===== config.mk =====
export PLATFORM = sky130hd
export DESIGN_NAME = fb_ddr_scheduler
export DESIGN_NICKNAME = d
export VERILOG_FILES = /design/src/rtl/fb_ddr_scheduler.sv
export SDC_FILE = /design/constraint.sdc
export NUM_CORES = 1
export LEC_CHECK = 0
export ABC_AREA = 1
export BUFFER_PORTS_ARGS = -buffer_cell sky130_fd_sc_hd__buf_2
export CORE_ASPECT_RATIO = 1.25
export CORE_MARGIN = 1
export CORE_UTILIZATION = 51
export CTS_BUF_LIST = sky130_fd_sc_hd__clkbuf_8 sky130_fd_sc_hd__clkbuf_16
export CTS_CLUSTER_SIZE = 14
export DETAILED_ROUTE_END_ITERATION = 10
export GPL_TIMING_DRIVEN = 1
export PLACE_DENSITY = 0.83
export SYNTH_ARGS = -nofsm -noshare
export SYNTH_HDL_FRONTEND = slang
export SYNTH_SLANG_ARGS = --single-unit

===== constraint.sdc =====
create_clock -name clk -period 1.45 [get_ports clk]
set_input_delay 0.0725 -clock clk [delete_from_list [all_inputs] [get_ports clk]]
set_output_delay 0.0725 -clock clk [all_outputs]
set_load 0.01 [all_outputs]

===== src/rtl/fb_ddr_scheduler.sv =====
// Triple-buffered frame-buffer scheduler: arbitrates DDR3 burst commands
// between the capture write FIFO and the display read FIFO. It also rotates
// three frame buffers on the capture and display vsync edges.
module fb_ddr_scheduler #(
    parameter int unsigned ADDR_WIDTH  = 28,
    parameter int unsigned BURST_LEN   = 64,
    parameter int unsigned FRAME_WORDS = 76800,
    parameter int unsigned BUF_SHIFT   = 20,
    parameter int unsigned LVL_W       = 10,
    parameter int unsigned RD_LOW      = 256
) (
    input  logic                  clk,
    input  logic                  rst_n,
    input  logic                  init_calib_complete,
    input  logic                  wr_vsync,
    input  logic                  rd_vsync,
    input  logic [LVL_W-1:0]      wr_level,
    input  logic [LVL_W-1:0]      rd_level,
    input  logic                  cmd_ready,
    input  logic                  burst_done,
    output logic [2:0]            cmd,
    output logic                  cmd_en,
    output logic [ADDR_WIDTH-1:0] addr,
    output logic                  wr_grant,
    output logic                  rd_grant,
    output logic [1:0]            wr_buf_idx,
    output logic [1:0]            rd_buf_idx
);

    localparam int unsigned OFF_W = $clog2(FRAME_WORDS + 1);

    localparam logic [OFF_W-1:0] FRAME_OFF = OFF_W'(FRAME_WORDS);
    localparam logic [OFF_W-1:0] BURST_OFF = OFF_W'(BURST_LEN);
    localparam logic [LVL_W-1:0] BURST_LVL = LVL_W'(BURST_LEN);
    localparam logic [LVL_W-1:0] RD_LVL    = LVL_W'(RD_LOW);

    typedef enum logic [1:0] {
        ST_IDLE,
        ST_CMD,
        ST_DATA
    } state_t;

    state_t                  state_q;
    logic                    cmd_en_q;
    logic [2:0]              cmd_q;
    logic [ADDR_WIDTH-1:0]   addr_q;
    logic                    wr_grant_q;
    logic                    rd_grant_q;
    logic [1:0]              wr_idx_q;
    logic [1:0]              rd_idx_q;
    logic [1:0]              last_q;
    logic [OFF_W-1:0]        wr_off_q;
    logic [OFF_W-1:0]        rd_off_q;
    logic                    pri_q;
    logic                    rd_sel_q;
    logic                    wr_vs_q;
    logic                    rd_vs_q;
    logic                    wr_pend_q;
    logic                    rd_pend_q;

    // IDLE view: pending vsync updates applied first, then arbitration
    logic                    wr_rise;
    logic                    rd_rise;
    logic [1:0]              wr_idx_d;
    logic [1:0]              rd_idx_d;
    logic [1:0]              last_d;
    logic [OFF_W-1:0]        wr_off_d;
    logic [OFF_W-1:0]        rd_off_d;
    logic                    wr_req;
    logic                    rd_req;
    logic                    pick_rd;
    logic [1:0]              pick_idx;
    logic [OFF_W-1:0]        pick_off;
    logic [ADDR_WIDTH-1:0]   pick_addr;

    // Vsync edge detection, pending-update application and arbitration
    always_comb begin
        wr_rise  = wr_vsync & ~wr_vs_q;
        rd_rise  = rd_vsync & ~rd_vs_q;

        wr_idx_d = wr_idx_q;
        rd_idx_d = rd_idx_q;
        last_d   = last_q;
        wr_off_d = wr_off_q;
        rd_off_d = rd_off_q;

        // Write swap runs before the read swap so a simultaneous read
        // vsync picks up the frame that has just been completed.
        if (wr_pend_q) begin
            if (wr_off_q == FRAME_OFF) begin
                last_d   = wr_idx_q;
                // wr and rd indices are always distinct, so this is the third buffer
                wr_idx_d = 2'd3 - wr_idx_q - rd_idx_q;
            end
            wr_off_d = '0;
        end
        if (rd_pend_q) begin
            rd_idx_d = last_d;
            rd_off_d = '0;
        end

        wr_req  = init_calib_complete && (wr_level >= BURST_LVL) && (wr_off_d < FRAME_OFF);
        rd_req  = init_calib_complete && (rd_level <= RD_LVL) && (rd_off_d < FRAME_OFF);
        pick_rd = rd_req && (!wr_req || pri_q);

        pick_idx  = pick_rd ? rd_idx_d : wr_idx_d;
        pick_off  = pick_rd ? rd_off_d : wr_off_d;
        pick_addr = (ADDR_WIDTH'(pick_idx) << BUF_SHIFT) + ADDR_WIDTH'(pick_off);
    end

    // Scheduler state machine with registered command/grant/buffer outputs
    always_ff @(posedge clk) begin
        if (!rst_n) begin
            state_q    <= ST_IDLE;
            cmd_en_q   <= 1'b0;
            cmd_q      <= '0;
            addr_q     <= '0;
            wr_grant_q <= 1'b0;
            rd_grant_q <= 1'b0;
            wr_idx_q   <= 2'd0;
            rd_idx_q   <= 2'd1;
            last_q     <= 2'd1;
            wr_off_q   <= '0;
            rd_off_q   <= '0;
            pri_q      <= 1'b0;
            rd_sel_q   <= 1'b0;
            wr_vs_q    <= 1'b0;
            rd_vs_q    <= 1'b0;
            wr_pend_q  <= 1'b0;
            rd_pend_q  <= 1'b0;
        end else begin
            wr_vs_q   <= wr_vsync;
            rd_vs_q   <= rd_vsync;
            // Pending flags clear when consumed in IDLE; a fresh edge on the
            // same cycle is kept, repeated edges before use merge into one.
            wr_pend_q <= (wr_pend_q && (state_q != ST_IDLE)) || wr_rise;
            rd_pend_q <= (rd_pend_q && (state_q != ST_IDLE)) || rd_rise;

            case (state_q)
                ST_IDLE: begin
                    wr_idx_q <= wr_idx_d;
                    rd_idx_q <= rd_idx_d;
                    last_q   <= last_d;
                    wr_off_q <= wr_off_d;
                    rd_off_q <= rd_off_d;
                    if (wr_req || rd_req) begin
                        state_q  <= ST_CMD;
                        cmd_en_q <= 1'b1;
                        cmd_q    <= {2'b00, pick_rd};
                        addr_q   <= pick_addr;
                        rd_sel_q <= pick_rd;
                        pri_q    <= ~pick_rd;
                    end
                end
                ST_CMD: begin
                    if (cmd_ready) begin
                        state_q    <= ST_DATA;
                        cmd_en_q   <= 1'b0;
                        wr_grant_q <= ~rd_sel_q;
                        rd_grant_q <= rd_sel_q;
                    end
                end
                ST_DATA: begin
                    if (burst_done) begin
                        state_q    <= ST_IDLE;
                        wr_grant_q <= 1'b0;
                        rd_grant_q <= 1'b0;
                        if (rd_sel_q) begin
                            rd_off_q <= rd_off_q + BURST_OFF;
                        end else begin
                            wr_off_q <= wr_off_q + BURST_OFF;
                        end
                    end
                end
                default: begin
                    state_q <= ST_IDLE;
                end
            endcase
        end
    end

    assign cmd_en     = cmd_en_q;
    assign cmd        = cmd_q;
    assign addr       = addr_q;
    assign wr_grant   = wr_grant_q;
    assign rd_grant   = rd_grant_q;
    assign wr_buf_idx = wr_idx_q;
    assign rd_buf_idx = rd_idx_q;

endmodule

* Yosys cells after proc, flatten, opt, wreduce, memory -nomap -nowiden
Index checks and enable logic that the tools add are counted.
Cells by class: add/sub/neg operators 5, $lt $le $gt $ge 4, equality and inequality tests 8, mux-type cells 27, bitwise logic cells 6, reduce and logical (&&, ||, !) cells 23
Operators with widths (number):
- 17-bit two-way mux | 7
- 17-bit one-hot mux with 2 select lines | 2
- 17-bit by 7-bit adder with 17-bit output, second input constant | 2
- 17-bit less-than comparator, second input constant | 2
- 22-bit by 17-bit adder with 23-bit output | 1
- 2-bit two-way mux | 9
- 17-bit == test, second input constant | 1
- 3-bit AND reduction | 5
- 10-bit by 7-bit >= comparator with 1-bit output, second input constant | 1
- 10-bit by 9-bit less-or-equal comparator with 1-bit output, second input constant | 1
- 2-bit inequality test, second input constant | 5
- 2-bit nonzero test | 4
- 1-bit logical AND | 7
- 1-bit one-hot mux with 2 select lines | 3
- 2-bit one-hot mux with 3 select lines | 1
- 1-bit two-way mux | 5
- 1-bit logical OR | 4
- 1-bit inverter | 4
- 1-bit AND | 2
- 2-bit by 1-bit == test with 1-bit output, second input constant | 1
- 2-bit == test, second input constant | 1
- 2-bit logical NOT | 1
- 2-bit AND reduction | 1
- 2-bit subtractor | 1
- other kinds (2) | 2
Storage, ports and cells: register bits 79, bits of input ports 27, output and inout port bits 38, logic and storage cells 89

* Depth between registers and ports, before layout
depth after elaboration 8, depth in mapped cells 13, mapped depth without buffers 13

* Least setup slack after synthesis
No wires, ideal clock.
kind reg2reg, start reg rd_pend_q, end reg addr_q[10], in the netlist addr[10], setup time 0.139 ns, data arrival time 1.329 ns, required time 1.311 ns, path slack -0.018 ns, stages on the path, launching flop included 14, buffers on the path 2, period minus slack after synthesis 1.468 ns, cell sequence dfxtp_1 buf_6 inv_4 nand2_1 nor2_2 nor2_4 nand2_2 nor2_8 nand2_8 buf_8 nand2_1 nand2_1 nand2_1 a21oi_2
Between the ends: longest elaborated chain between the ends 6, elaborated cells between the ends (all ways) 8, classes of those cells 1 x add/sub; 1 x order compare; 2 x mux; 4 x reduce/logical
Ends and longest elaborated chain:
- start: declaration | line 59 | logic rd_pend_q;
- start signal: assignment | line 137 | rd_pend_q <= (rd_pend_q && (state_q != ST_IDLE)) || rd_rise;
- 17-bit two-way mux (*) | line 97 | if (rd_pend_q) begin
- 17-bit less-than comparator | line 103 | rd_req = init_calib_complete && (rd_level <= RD_LVL) && (rd_off_d < FRAME_OFF);
- 1-bit logical AND | line 103
- 1-bit logical AND | line 104 | pick_rd = rd_req && (!wr_req || pri_q);
- 17-bit two-way mux | line 107 | pick_off = pick_rd ? rd_off_d : wr_off_d;
- 22-bit by 17-bit adder with 23-bit output | line 108 | pick_addr = (ADDR_WIDTH'(pick_idx) << BUF_SHIFT) + ADDR_WIDTH'(pick_off);
- end signal: assignment | line 150 | addr_q <= pick_addr;
- end: declaration | line 46 | logic [ADDR_WIDTH-1:0] addr_q;
Every way passes the cells marked *; elsewhere a longest branch is shown, timed or not. A chain may end at the register's enable or synchronous reset.

* Worst setup path in the final report
start reg rd_off_q[12], end reg addr_q[3], in the netlist addr[3]
Between the ends: longest elaborated chain between the ends 6, elaborated cells between the ends (all ways) 8, classes of those cells 1 x add/sub; 1 x order compare; 2 x mux; 4 x reduce/logical
Ends and longest elaborated chain:
- start: declaration | line 53 | logic [OFF_W-1:0] rd_off_q;
- start signal: assignment | line 145 | rd_off_q <= rd_off_d;
- start signal: assignment | line 169 | rd_off_q <= rd_off_q + BURST_OFF;
- 17-bit two-way mux (*) | line 97
- 17-bit less-than comparator (*) | line 103
- 1-bit logical AND (*) | line 103
- 1-bit logical AND | line 104
- 17-bit two-way mux | line 107
- 22-bit by 17-bit adder with 23-bit output | line 108
Marked as above.

==> impl_metrics.csv <==
group,metric,value,unit
run_status,status,"complete, but fails checks",
run_status,violations,"setup timing",
worst_setup_path,crit_chain,"inv_2 > nand2_2 > nand4_1 > nand2_4 > nor2_8 > buf_4 > nand3_1 > nand2_1 > nand2_1 > a21oi_1",
yosys,synth_area_leader_cell,"dfxtp_1",
die,num_rows,34,
clocking,path_clk_slew,0.08,ns
die,core,7100,um^2
drt,drt_iter0_markers,573,
timing,period_minus_slack,1.73,ns
min_path,hp-class,"input pin to flop",
timing,finalSetupViolations,45,
yosys,synth_area,3820,um^2
die,die_x,79.4,um
yosys,yosys_warnings,0,
timing,finalCritPeriodShare,119,%
worst_setup_path,required,1.76,ns
drt,drc_errors,0,
clocking,tritoncts,"yes",
place,gp_congestion,0.961,
global_route,grt.total_usage,29.7,%
yosys,ys_seq_area_share,36.7,%
global_route,grt_antenna_before_repair,1,
drt,wl_met3,1.78,mm
clocking,cts_root_buf,"clkbuf_8",
clocking,insertion_delay,0.39,ns
drt,wirelength,16.2,mm
die,die_h,98.8,um
worst_setup_path,cp_slowest_cell,"dfxtp_2",
yosys,synth_top_area_share,36.7,%
worst_setup_path,critPathMaxFanout,6,
layout,area_growth,49.1,%
clocking,cts_made_buffers,9,
worst_setup_path,max_stage_delay,0.35,ns
global_route,overflow,0,
place,dp_hpwl,7.88,mm
timing,relSlewSlack,67.1,%
drt,vias,4892,
drt,wl_met2,7.55,mm
timing,grt_setup_unrepaired,"yes",
yosys,synth-edff-count,0,
global_route,grt_pass1_vias,4018,
drt,dr.max_layer_used,"met5",
yosys,synthArstFlopShare,0,%
drt,antenna_left,0,
power,power_leakage,0.00254,uW
yosys,yosys_most_used_dff,"dfxtp_1",
drt,met1_length,5.26,mm
timing,finClkSkew,0.0276,ns
worst_setup_path,worstPathArrival,2.04,ns
die,start_util,53.8,%
worst_setup_path,cp-end-kind,"flop",
timing,timing.final.ws_setup,-0.280,ns
die,io_pins,65,
drt,vias_per_cell,6.15,
run,cap_violations,0,
yosys,ys_ff_latch,70,
worst_setup_path,critPathMostFrequentCell,"nand2_1",
yosys,yosysUniqueCellTypes,44,
worst_setup_path,startpoint_type,"flop",
power,pwr_density_cell,896,nW/um^2
layout,nets,731,
drt,firstDrtPassIters,5,
clocking,clock-sinks,70,
timing,hold_slack,0.0919,ns
timing,slew_violations,0,
yosys,syn_avg_cell_area,6.72,um^2
worst_setup_path,crit_type,"flop to flop",
timing,max_freq,578,MHz
yosys,postSynthCellCount,569,
timing,timing_worst_slew_pin_value,0.490,ns
power,ir_drop,0.785,mV
drt,routedWlPerCell,20.4,um
timing,hold_viol_final,0,
layout,final_util,80.2,%
die,dieArea,7850,um^2
place,port-buffer-count,47,
clocking,max-clock-path-buffers,2,
yosys,synthTopCellsByArea,"dfxtp_1, nand2_1, nor2_1, inv_1, nand3_1",
global_route,grt_pass1_wl,18.1,mm
layout,drive_above_1_share,41.7,%
clocking,htreeDepth,3,
global_route,grt_max_degree,50,
timing,fin_setup_tns,-5.68,ns
-- final cells by class --
cell class / count / area (um^2)
Sequential cell: 70 / 1440
Timing Repair Buffer: 141 / 1110
Fill cell: 388 / 1400
Antenna cell: 1 / 2.50
Multi-Input combinational cell: 404 / 2520
Clock buffer: 10 / 138
Clock inverter: 6 / 68.8
Tap cell: 90 / 113
Inverter: 74 / 305
-- per-stage QoR --
step	instance area, um^2	worst slack [ns]	std cells	power [uW]
6_report	5700	-0.280	796	5110
5_1_grt	5700	-0.373	795	5260
4_1_cts	4950	-0.0753	776	4650
3_5_place_dp	4550	-0.169	751	2960
3_3_place_gp	4550	-0.0765	751	2930
2_1_floorplan	3860	0.00302	579	2640
-- what timing repair did --
item | CTS | global route
pin swaps | 13 | 30
setup buffers | 6 | 15
hold buffers | 3 | 0
setup endpoints to repair | 40 | 53
cloned | 0 | 6
resized for setup | 42 | 139
hold endpoints to repair | 5 | 0
-- cell usage in the layout (no fill, tap or decap), drive strengths merged, types with 4 or more instances in the layout --
cell type / synthesis / final
a21oi: 41 / 41
a31oi: 4 / 4
buf: 25 / 135
clkbuf: 9 / 13
clkinvlp: 0 / 4
conb: 1 / 11
dfxtp: 70 / 70
ha: 4 / 4
inv: 74 / 75
nand2: 143 / 146
nand3: 47 / 47
nand4: 4 / 4
nor2: 77 / 77
nor3: 17 / 17
o211ai: 4 / 4
o21ai: 34 / 34
-- per-layer routing --
| metal | global-route usage, % | vias up |
|---|---|---|
| met3 | 4.07 | 147 |
| met2 | 52.1 | 426 |
| met4 | 17.6 | 2 |
| met1 | 33.6 | 2246 |
| li1 | - | 2071 |
| met5 | 0 | - |
-- registers in the layout, indices dropped and copies added (netlist names) --
register    count
rd_off_q       17
state_q         2
rd_buf_idx      2
rd_vs_q         1
rd_grant        1
cmd_en          1
pri_q           1
addr           19
last_q          2
wr_vs_q         1
rd_sel_q        1
wr_grant        1
rd_pend_q       1
wr_off_q       17
wr_pend_q       1
wr_buf_idx      2
-- cells by family after synthesis --
family,Yosys count,synth area share (%)
simple gates,291,33.9
other cells,1,0.0981
buf+inv,108,13.1
xor+xnor,2,0.458
compound gates,93,14.4
fa+ha+maj,4,1.31
flops,70,36.7
-- critical path, delay by kind of cell, from the launching register on --
family / cells / cell delay [ns]
buffers and inverters: 2 / 0.30
flip-flops: 1 / 0.35
AND/OR/NAND/NOR: 7 / 0.88
AO/OA/AOI/OAI: 1 / 0.13
-- power by group --
| part | total, uW | switching [uW] | internal, uW |
|---|---|---|---|
| logic | 1300 | 783 | 520 |
| registers | 2100 | 89.4 | 2010 |
| clock network | 1710 | 860 | 846 |
-- path summary, 6_finish.rpt --
path,startpoint,end,slack (ns),cells after the start
worst max-delay path,rd_off_q[12],addr[3],-0.28,10
worst min-delay path,burst_done,state_q[1],0.09,4
worst max register to register,rd_off_q[12],addr[3],-0.28,10
worst min register to register,rd_vs_q,rd_pend_q,0.43,1
-- cells in the mapped netlist, types with 2 or more instances --
cell,n
nand2_2,4
buf_4,14
nand3_1,44
nor3_1,16
o211ai_1,4
nor2_1,71
nand4_1,4
nor2_2,3
o22ai_1,2
buf_2,6
o21ai_0,33
dfxtp_1,70
inv_1,67
a21oi_1,31
inv_2,6
nand3_2,2
nor2_4,2
ha_1,4
a31oi_1,4
a21oi_2,10
clkbuf_1,9
a211oi_1,3
nand2_1,137
buf_6,3
Note: power is estimated with default switching activity, not from simulation.
